`src/rtl/cv32e40p_tmr_voter_monitor.sv`:
```
// cv32e40p_tmr_voter_monitor
// Majority-of-3 voter for N_IN triplets of LEN-bit words with per-replica
// fault identification, saturating error statistics and persistent-fault
// flags. The vote path is registered (PIPE=1, latency 1) or combinational
// (PIPE=0). Statistics and persistent flags are always registered.
//
// Ports:
//   clk, rst            clock, synchronous active-high reset
//   valid_i             input triplets valid this cycle
//   clear_i             clear counters, streaks and persistent flags
//   in_1_i/in_2_i/in_3_i  replica words, packed [N_IN-1:0][LEN-1:0]
//   valid_o             vote outputs valid
//   voted_o             voted words
//   err_corrected_o     single-replica mismatch corrected, per triplet
//   err_detected_o      any mismatch, per triplet
//   faulty_rep_o        outvoted replica per triplet (0 = none, 1..3)
//   corr_cnt_o          cycles with at least one corrected triplet
//   uncorr_cnt_o        cycles with at least one all-different triplet
//   persistent_fault_o  sticky per-replica flag, bit r-1 = replica r
module cv32e40p_tmr_voter_monitor #(
  parameter int unsigned LEN        = 32,
  parameter int unsigned N_IN       = 1,
  parameter int unsigned PIPE       = 1,
  parameter int unsigned CNT_W      = 8,
  parameter int unsigned PERSIST_TH = 4
) (
  input  logic                           clk,
  input  logic                           rst,
  input  logic                           valid_i,
  input  logic                           clear_i,
  input  logic [N_IN-1:0][LEN-1:0]       in_1_i,
  input  logic [N_IN-1:0][LEN-1:0]       in_2_i,
  input  logic [N_IN-1:0][LEN-1:0]       in_3_i,
  output logic                           valid_o,
  output logic [N_IN-1:0][LEN-1:0]       voted_o,
  output logic [N_IN-1:0]                err_corrected_o,
  output logic [N_IN-1:0]                err_detected_o,
  output logic [N_IN-1:0][1:0]           faulty_rep_o,
  output logic [CNT_W-1:0]               corr_cnt_o,
  output logic [CNT_W-1:0]               uncorr_cnt_o,
  output logic [2:0]                     persistent_fault_o
);

  localparam logic [CNT_W-1:0] CNT_MAX = {CNT_W{1'b1}};
  localparam logic [7:0]       TH      = 8'(PERSIST_TH);

  typedef struct packed {
    logic [LEN-1:0] word;
    logic           corr;
    logic           det;
    logic [1:0]     rep;
  } vote_t;

  // Word-level 2-of-3 vote; the three pairwise compares select the outcome.
  function automatic vote_t vote3(input logic [LEN-1:0] a,
                                  input logic [LEN-1:0] b,
                                  input logic [LEN-1:0] c);
    vote_t r;
    logic  e12, e13, e23;
    e12 = (a == b);
    e13 = (a == c);
    e23 = (b == c);
    case ({e12, e13, e23})
      3'b111:  r = '{word: a, corr: 1'b0, det: 1'b0, rep: 2'd0};
      3'b001:  r = '{word: b, corr: 1'b1, det: 1'b1, rep: 2'd1};
      3'b010:  r = '{word: a, corr: 1'b1, det: 1'b1, rep: 2'd2};
      3'b100:  r = '{word: a, corr: 1'b1, det: 1'b1, rep: 2'd3};
      default: r = '{word: a, corr: 1'b0, det: 1'b1, rep: 2'd0};
    endcase
    return r;
  endfunction

  vote_t             vote_res [N_IN];
  logic              any_corr;
  logic              any_uncorr;
  logic [2:0]        outvoted;
  logic [2:0][7:0]   streak;
  logic [2:0]        streak_hit;

  // Vote every triplet of the current inputs.
  always_comb begin
    for (int i = 0; i < int'(N_IN); i++) begin
      vote_res[i] = vote3(in_1_i[i], in_2_i[i], in_3_i[i]);
    end
  end

  // Reduce per-triplet results to per-cycle events for the statistics.
  always_comb begin
    any_corr   = 1'b0;
    any_uncorr = 1'b0;
    outvoted   = 3'b000;
    for (int i = 0; i < int'(N_IN); i++) begin
      if (vote_res[i].corr) begin
        any_corr = 1'b1;
      end else begin
        any_uncorr = any_uncorr | vote_res[i].det;
      end
      for (int k = 0; k < 3; k++) begin
        if (vote_res[i].rep == 2'(k + 1)) begin
          outvoted[k] = 1'b1;
        end else begin
          outvoted[k] = outvoted[k];
        end
      end
    end
  end

  generate
    if (PIPE != 0) begin : g_pipe
      logic                     valid_q;
      logic [N_IN-1:0][LEN-1:0] voted_q;
      logic [N_IN-1:0]          corr_q;
      logic [N_IN-1:0]          det_q;
      logic [N_IN-1:0][1:0]     rep_q;

      // Vote result register; data holds while no valid triplets arrive.
      always_ff @(posedge clk) begin
        if (rst) begin
          valid_q <= 1'b0;
          voted_q <= '0;
          corr_q  <= '0;
          det_q   <= '0;
          rep_q   <= '0;
        end else begin
          valid_q <= valid_i;
          if (valid_i) begin
            for (int i = 0; i < int'(N_IN); i++) begin
              voted_q[i] <= vote_res[i].word;
              corr_q[i]  <= vote_res[i].corr;
              det_q[i]   <= vote_res[i].det;
              rep_q[i]   <= vote_res[i].rep;
            end
          end
        end
      end

      assign valid_o         = valid_q;
      assign voted_o         = voted_q;
      assign err_corrected_o = corr_q;
      assign err_detected_o  = det_q;
      assign faulty_rep_o    = rep_q;
    end else begin : g_comb
      // Combinational vote outputs straight from the current inputs.
      always_comb begin
        valid_o = valid_i;
        for (int i = 0; i < int'(N_IN); i++) begin
          voted_o[i]         = vote_res[i].word;
          err_corrected_o[i] = vote_res[i].corr;
          err_detected_o[i]  = vote_res[i].det;
          faulty_rep_o[i]    = vote_res[i].rep;
        end
      end
    end
  endgenerate

  // Saturating event counters and per-replica outvoted streaks.
  always_ff @(posedge clk) begin
    if (rst || clear_i) begin
      corr_cnt_o   <= '0;
      uncorr_cnt_o <= '0;
      streak       <= '0;
    end else if (valid_i) begin
      if (any_corr && (corr_cnt_o != CNT_MAX)) begin
        corr_cnt_o <= corr_cnt_o + CNT_W'(1);
      end
      if (any_uncorr && (uncorr_cnt_o != CNT_MAX)) begin
        uncorr_cnt_o <= uncorr_cnt_o + CNT_W'(1);
      end
      for (int k = 0; k < 3; k++) begin
        if (!outvoted[k]) begin
          streak[k] <= 8'd0;
        end else if (streak[k] < TH) begin
          streak[k] <= streak[k] + 8'd1;
        end else begin
          streak[k] <= TH;
        end
      end
    end
  end

  // A streak that has reached the threshold raises its flag one cycle later.
  always_comb begin
    for (int k = 0; k < 3; k++) begin
      streak_hit[k] = (streak[k] == TH);
    end
  end

  // Sticky persistent-fault flags.
  always_ff @(posedge clk) begin
    if (rst || clear_i) begin
      persistent_fault_o <= 3'b000;
    end else begin
      persistent_fault_o <= persistent_fault_o | streak_hit;
    end
  end

endmodule

```
`config.mk`:
```
export PLATFORM = sky130hd
export DESIGN_NAME = cv32e40p_tmr_voter_monitor
export DESIGN_NICKNAME = d
export VERILOG_FILES = /design/src/rtl/cv32e40p_tmr_voter_monitor.sv
export SDC_FILE = /design/constraint.sdc
export NUM_CORES = 1
export LEC_CHECK = 0
export BUFFER_PORTS_ARGS = -buffer_cell sky130_fd_sc_hd__buf_4
export CORE_MARGIN = 4
export CORE_UTILIZATION = 42
export CTS_CLUSTER_DIAMETER = 50
export CTS_CLUSTER_SIZE = 12
export DETAILED_ROUTE_END_ITERATION = 7
export HOLD_SLACK_MARGIN = 0.03
export PLACE_DENSITY_LB_ADDON = 0.08
export SLEW_MARGIN = 20
export SYNTH_ARGS = -nofsm -noshare
export SYNTH_HDL_FRONTEND = slang
export SYNTH_SLANG_ARGS = --single-unit
```
`constraint.sdc`:
```
create_clock -name clk -period 2.8 [get_ports clk]
set_clock_uncertainty 0.05 [all_clocks]
set_input_delay 0.84 -clock clk [delete_from_list [all_inputs] [get_ports clk]]
set_output_delay 0.84 -clock clk [all_outputs]
set_load 0.02 [all_outputs]
```
# ---- After elaboration in Yosys (flattened, before gate mapping)
# Index checks and enable logic that the tools add are counted.
dict set report word_totals {
  in_bits 100
  output_inout_bits 56
  wordCells 52
  reg_bits 80
}
dict set report classes {
  n_lt_le_gt_ge 3
  addsub 5
  n_eq_ne 15
  reduce_logical 5
  n_mux 12
  n_bitwise 1
}
# operator n
set ops {}
lappend ops {{$pmux 36 s4} 1}
lappend ops {{$eq 32x32->1} 3}
lappend ops {{$mux 8} 6}
lappend ops {{$add 8x1->8 const B} 5}
lappend ops {{$eq 8x3->1 const B} 3}
lappend ops {{$lt 8x3->1 const B} 3}
lappend ops {{$ne 8x8->1 const B} 2}
lappend ops {{$eq 3x3->1 const B} 2}
lappend ops {{$mux 1} 5}
lappend ops {{$eq 2x2->1 const B} 2}
lappend ops {{$reduce_and 2->1} 2}
lappend ops {{$eq 3x1->1 const B} 1}
lappend ops {{$eq 3x2->1 const B} 1}
lappend ops {{$or 3x3->3} 1}
lappend ops {{$eq 2x1->1 const B} 1}
lappend ops {{$logic_and 1x1->1} 2}
lappend ops {{$logic_or 1x1->1} 1}

# ---- Depth between registers and ports, before layout
dict set report depth {
  word_depth 6
  mapped_depth 10
  mapped_depth_nobuf 7
}

# ---- Worst setup path after synthesis
# No wires, ideal clock.
dict set report synth_path {
  path_kind {input-to-reg}
  start {in in_2_i[2] in the netlist's numbering}
  end {reg g_pipe.voted_q, in the netlist voted_o[13]}
  n_path_buf 3
  path_slack_ns 0.240
  arrival_ns 2.378
  stages 10
  cell_sequence {xnor2_1 -> nand4_1 -> nor4_2 -> and2_1 -> buf_6 -> nor4_2 -> buf_4 -> buf_2 -> a221oi_1 -> nor3_1}
}
dict set report synth_between {
  elab_chain_cells 3
  word_cells_on_any_way 7
  classes_between {6 x eq/ne; 1 x mux}
}
# item line_no
set synth_lines {}
lappend synth_lines {{from (decl)} 32} ;# input logic [N_IN-1:0][LEN-1:0] in_2_i,
lappend synth_lines {{$eq 32x32->1, on equally long branches} {62, 60}}
lappend synth_lines {{$eq 3x3->1, or another cell as far along} 63} ;# case ({e12, e13, e23})
lappend synth_lines {{$pmux 36 s4 *} 63}
lappend synth_lines {{to (signal, indexed assignment)} 128} ;# voted_q[i] <= vote_res[i].word;
lappend synth_lines {{to (decl)} 111} ;# logic [N_IN-1:0][LEN-1:0] voted_q;
# Mark *: on every way between the ends. The rest lies on a longest branch, timed or not.
# A chain may end at the register's enable or synchronous reset.

# ---- Worst setup path after layout
dict set report layout_path {
  start {in in_2_i[9] in the netlist's numbering}
  end {reg corr_cnt_o[4]}
}
dict set report layout_between {
  elab_chain_cells 6
  word_cells_on_any_way 10
  classes_between {6 x eq/ne; 2 x mux; 2 x reduce/logical}
}
# item line_no
set layout_lines {}
lappend layout_lines {{$eq 32x32->1, on equally long branches} {62, 60}}
lappend layout_lines {{$eq 3x3->1, or another cell as far along} 63}
lappend layout_lines {{$pmux 36 s4 *} 63}
lappend layout_lines {{$mux 1 *} 93} ;# if (vote_res[i].corr) begin
lappend layout_lines {{$logic_and 1x1->1 *} 163} ;# if (any_corr && (corr_cnt_o != CNT_MAX)) begin
lappend layout_lines {{$reduce_and 2->1 (no source line) *} --}
lappend layout_lines {{to (signal assigned)} 164} ;# corr_cnt_o <= corr_cnt_o + CNT_W'(1);
lappend layout_lines {{to (decl)} 39} ;# output logic [CNT_W-1:0] corr_cnt_o,
# Marked as above.

==> key figures <==
Worst hold path
  – Worst Hold End: faulty_rep_o[0]$_SDFFE_PP0P_
  – Min-delay src: faulty_rep_o[0]$_SDFFE_PP0P_
  – Hold WC Path Type: reg2reg
  – Hold path depth: 2

Clock tree
  – Cts bufs inserted: 9
  – CTS H-tree depth: 3
  – Clock Tree Buf Depth: 2
  – Clock sink count: 80
  – CTS root buffer: clkbuf_8
  – Worst-Skew Late Latency: about 0.38 ns
  – Number of hold buffers added after CTS: 0
  – CTS clk-pin slew, worst paths: 0.08 ns
  – Cts repair resizes: 0
  – CTS tree: done
  – Postcts setup bufs: 0

Synth
  – Post-synthesis register bit count: 80
  – Syn_area_per_cell: 8.79 um2
  – Synth top area share: a little over a third
  – Warnings from Yosys: 0
  – Post-synth EDFFs: 0
  – Commonest cells post-synth: dfxtp_1 (80), xnor2_1 (65), nor2_1 (54)
  – Syn Nets: a little over 600
  – Mapped Cells: 510
  – Cell variety after synth: 44
  – Synth area leaders: dfxtp_1 (36%), xnor2_1 (13%), xor2_1 (6.3%)
  – Most common cell in the netlist: dfxtp_1
  – Sequential share of the synthesized area: roughly 36%
  – Synth async-reset ratio: 0%
  – Mapped Area: roughly 0.0045 mm2
  – Main flop type after synthesis: dfxtp_1
  – Synth area leader: dfxtp_1

Setup path
  – Worst EP required: ~3.0 ns
  – Worst Path Arrival: 2.92 ns
  – FF-to-FF setup slack: between 0.7 and 0.8 ns
  – Reg2reg start: corr_cnt_o[4]$_SDFFE_PP0P_
  – Crit. End Element: flip-flop
  – Crit Reg-Reg Endpoint: corr_cnt_o[4]$_SDFFE_PP0P_
  – Worst reg2reg path depth: 6
  – CP Class: in2reg
  – Crit start category: input port
  – Max FO, Critical Path: 7

Power and ir drop
  – Peak supply drop: around 0.25 mV
  – Pwr Density: ~410 mW/mm2
  – Tot Pwr: approximately 0.0026 W
  – Static leakage: about 2.7 nW

Floorplan
  – Row count: 37
  – Die width: around 110 um
  – I/O Pins: about 160
  – Die ar.: 0.0124 mm2
  – Die height: 111 um
  – CORE AREA: 0.0104 mm2
  – Initial cell density of the core: 43.2%

Final layout
  – Final core occ: between 60% and 70%
  – Net count, final: between 800 and 900
  – Diode count: 0
  – Multi-input logic area: approximately 0.0027 mm2
  – Filler cells: 974
  – Post-route cell area: 0.00630 mm2
  – Layout cells sized above 1: about a third
  – Area Overhead vs Synth: 40.5%
  – Register area: between 0.0015 and 0.002 mm2

Timing
  – Achievable clock frequency: between 0.3 and 0.4 GHz
  – Worst slew pin tran: 0.578 ns
  – Sum of negative setup slack: 0 ns
  – Final min period: roughly 2.7 ns
  – Slew Limit Headroom: 61.2%
  – Final setup violating endpoints: 0
  – Fin crit share: 95.4%
  – Hold Vio Cnt, Final: 0
  – RSZ-0062 raised after global routing: no
  – Max Slew Vio Count: 0

Routing
  – DRC Markers: 0
  – Total wire length: between 10000 and 15000 um
  – Initial DRC Count: 298
  – Detailed-route via count: roughly 4600
  – Detailed-route vias per instance: between 5 and 6
  – Antenna-violating nets left: 0
  – DR pass1 iterations: 4
  – Wire length per cell: approximately 18 um

GRT
  – First-pass GRT wire length: 24200 um
  – Largest net degree at the start of global routing: 48
  – Tot GR Track Use: approximately a quarter
  – GR Overflow Total: 0
  – Vias in the first global route: 4578
  – Initial antenna violation count: 0

Placed design
  – RePlAce Congestion: approximately 0.86
  – Post-DP Area: 0.00610 mm2
  – Port Buffers: approximately 160
  – Post-DP HPWL: between 10000 and 15000 um

Flow run
  – Max cap viols: 0

Status
  – Status: finished, final reports clean
[state kept, by name, indices dropped and copies added (netlist names)]
| name | flops |
|---|---|
| err_corrected_o | 1 |
| valid_o | 1 |
| faulty_rep_o | 2 |
| persistent_fault_o | 3 |
| uncorr_cnt_o | 8 |
| voted_o | 32 |
| corr_cnt_o | 8 |
| err_detected_o | 1 |
| streak | 24 |
[metrics by stage]
stage | worst slack (ns) | cells | hold slack, ns
floorplan | 0.240 | 510 | 0.408
global placement | -0.264 | 824 | 0.413
detailed placement | -0.282 | 824 | 0.422
CTS | 0.102 | 840 | 0.439
global route | 0.0200 | 840 | 0.455
finish | 0.130 | 840 | 0.434
[cell families (layout without fill, tap and decap cells)]
kind of cell / Yosys count / count (layout) / synth area share [%]
simple gates: 192 / 192 / 22.4
xor+xnor: 98 / 98 / 19.3
compound gates: 82 / 82 / 13.5
flops: 80 / 80 / 35.7
buf+inv: 36 / 230 / 3.68
mux: 14 / 14 / 3.15
fa+ha+maj: 8 / 8 / 2.23
[power breakdown]
part,switching (W),leakage [nW],internal [W]
Clock,0.000484,0.0910,0.000359
Combinational,0.000287,1.92,0.000276
Sequential,0.0000235,0.654,0.00117
Total,0.000795,2.66,0.00181
[worst max-delay path, cell delays in order]
cell and delay (ns):
buf_4 0.12, xnor2_1 0.18, nand4_1 0.18, nor4_2 0.38, and2_1 0.29, buf_4 0.20
nor3_2 0.09, or4_1 0.46, a21oi_1 0.16
[worst max path at each step]
stage,end,slack [ns],cells after the start,from
after floorplan,voted_o[13]$_SDFFE_PP0P_,0.24,10,in_2_i[2]
after global placement,streak[0]$_SDFFE_PP0P_,-0.26,11,in_3_i[0]
after detailed placement,voted_o[27]$_SDFFE_PP0P_,-0.28,10,in_3_i[0]
after CTS,streak[0]$_SDFFE_PP0P_,0.10,11,in_3_i[0]
after global routing,err_corrected_o$_SDFFE_PP0P_,0.02,10,in_3_i[17]
final,corr_cnt_o[4]$_SDFFE_PP0P_,0.13,9,in_2_i[9]
[placed cells by master (no fill, tap or decap), types with 3 or more instances in the layout]
cell / instances
a21oi_1: 16
dfxtp_1: 80
o211ai_1: 3
xor2_1: 32
nor4_1: 7
or3_1: 5
nand2_1: 24
nand4_1: 24
mux2i_1: 13
a41o_1: 3
a41oi_1: 4
a221oi_1: 19
ha_1: 8
o31ai_1: 5
nor2_1: 54
nor3_1: 25
clkbuf_8: 10
and3_1: 24
a211oi_1: 15
xnor2_1: 65
inv_1: 8
o21ai_0: 6
buf_4: 203
or4_1: 4
nand3_1: 10
nor4_2: 5
and2_1: 5
[layer usage]
layer | vias up | part of all wire [%] | global-route usage, %
li1 | 2225 | - | -
met1 | 2146 | 43 | 31.1
met2 | 163 | 48 | 39.7
met3 | 22 | 7.2 | 5.87
met4 | 0 | 2.0 | 8.43
met5 | - | 0 | 0
[final cells by class]
type	count	share of cell area [%]
flip-flops and latches	80	25.4
clock buffers	10	2.18
repair buffers	206	25.0
multi-input cells	394	43.4
clock inverters	6	0.834
inverters	8	0.477
well taps	136	2.70
Note: power is estimated with default switching activity, not from simulation.
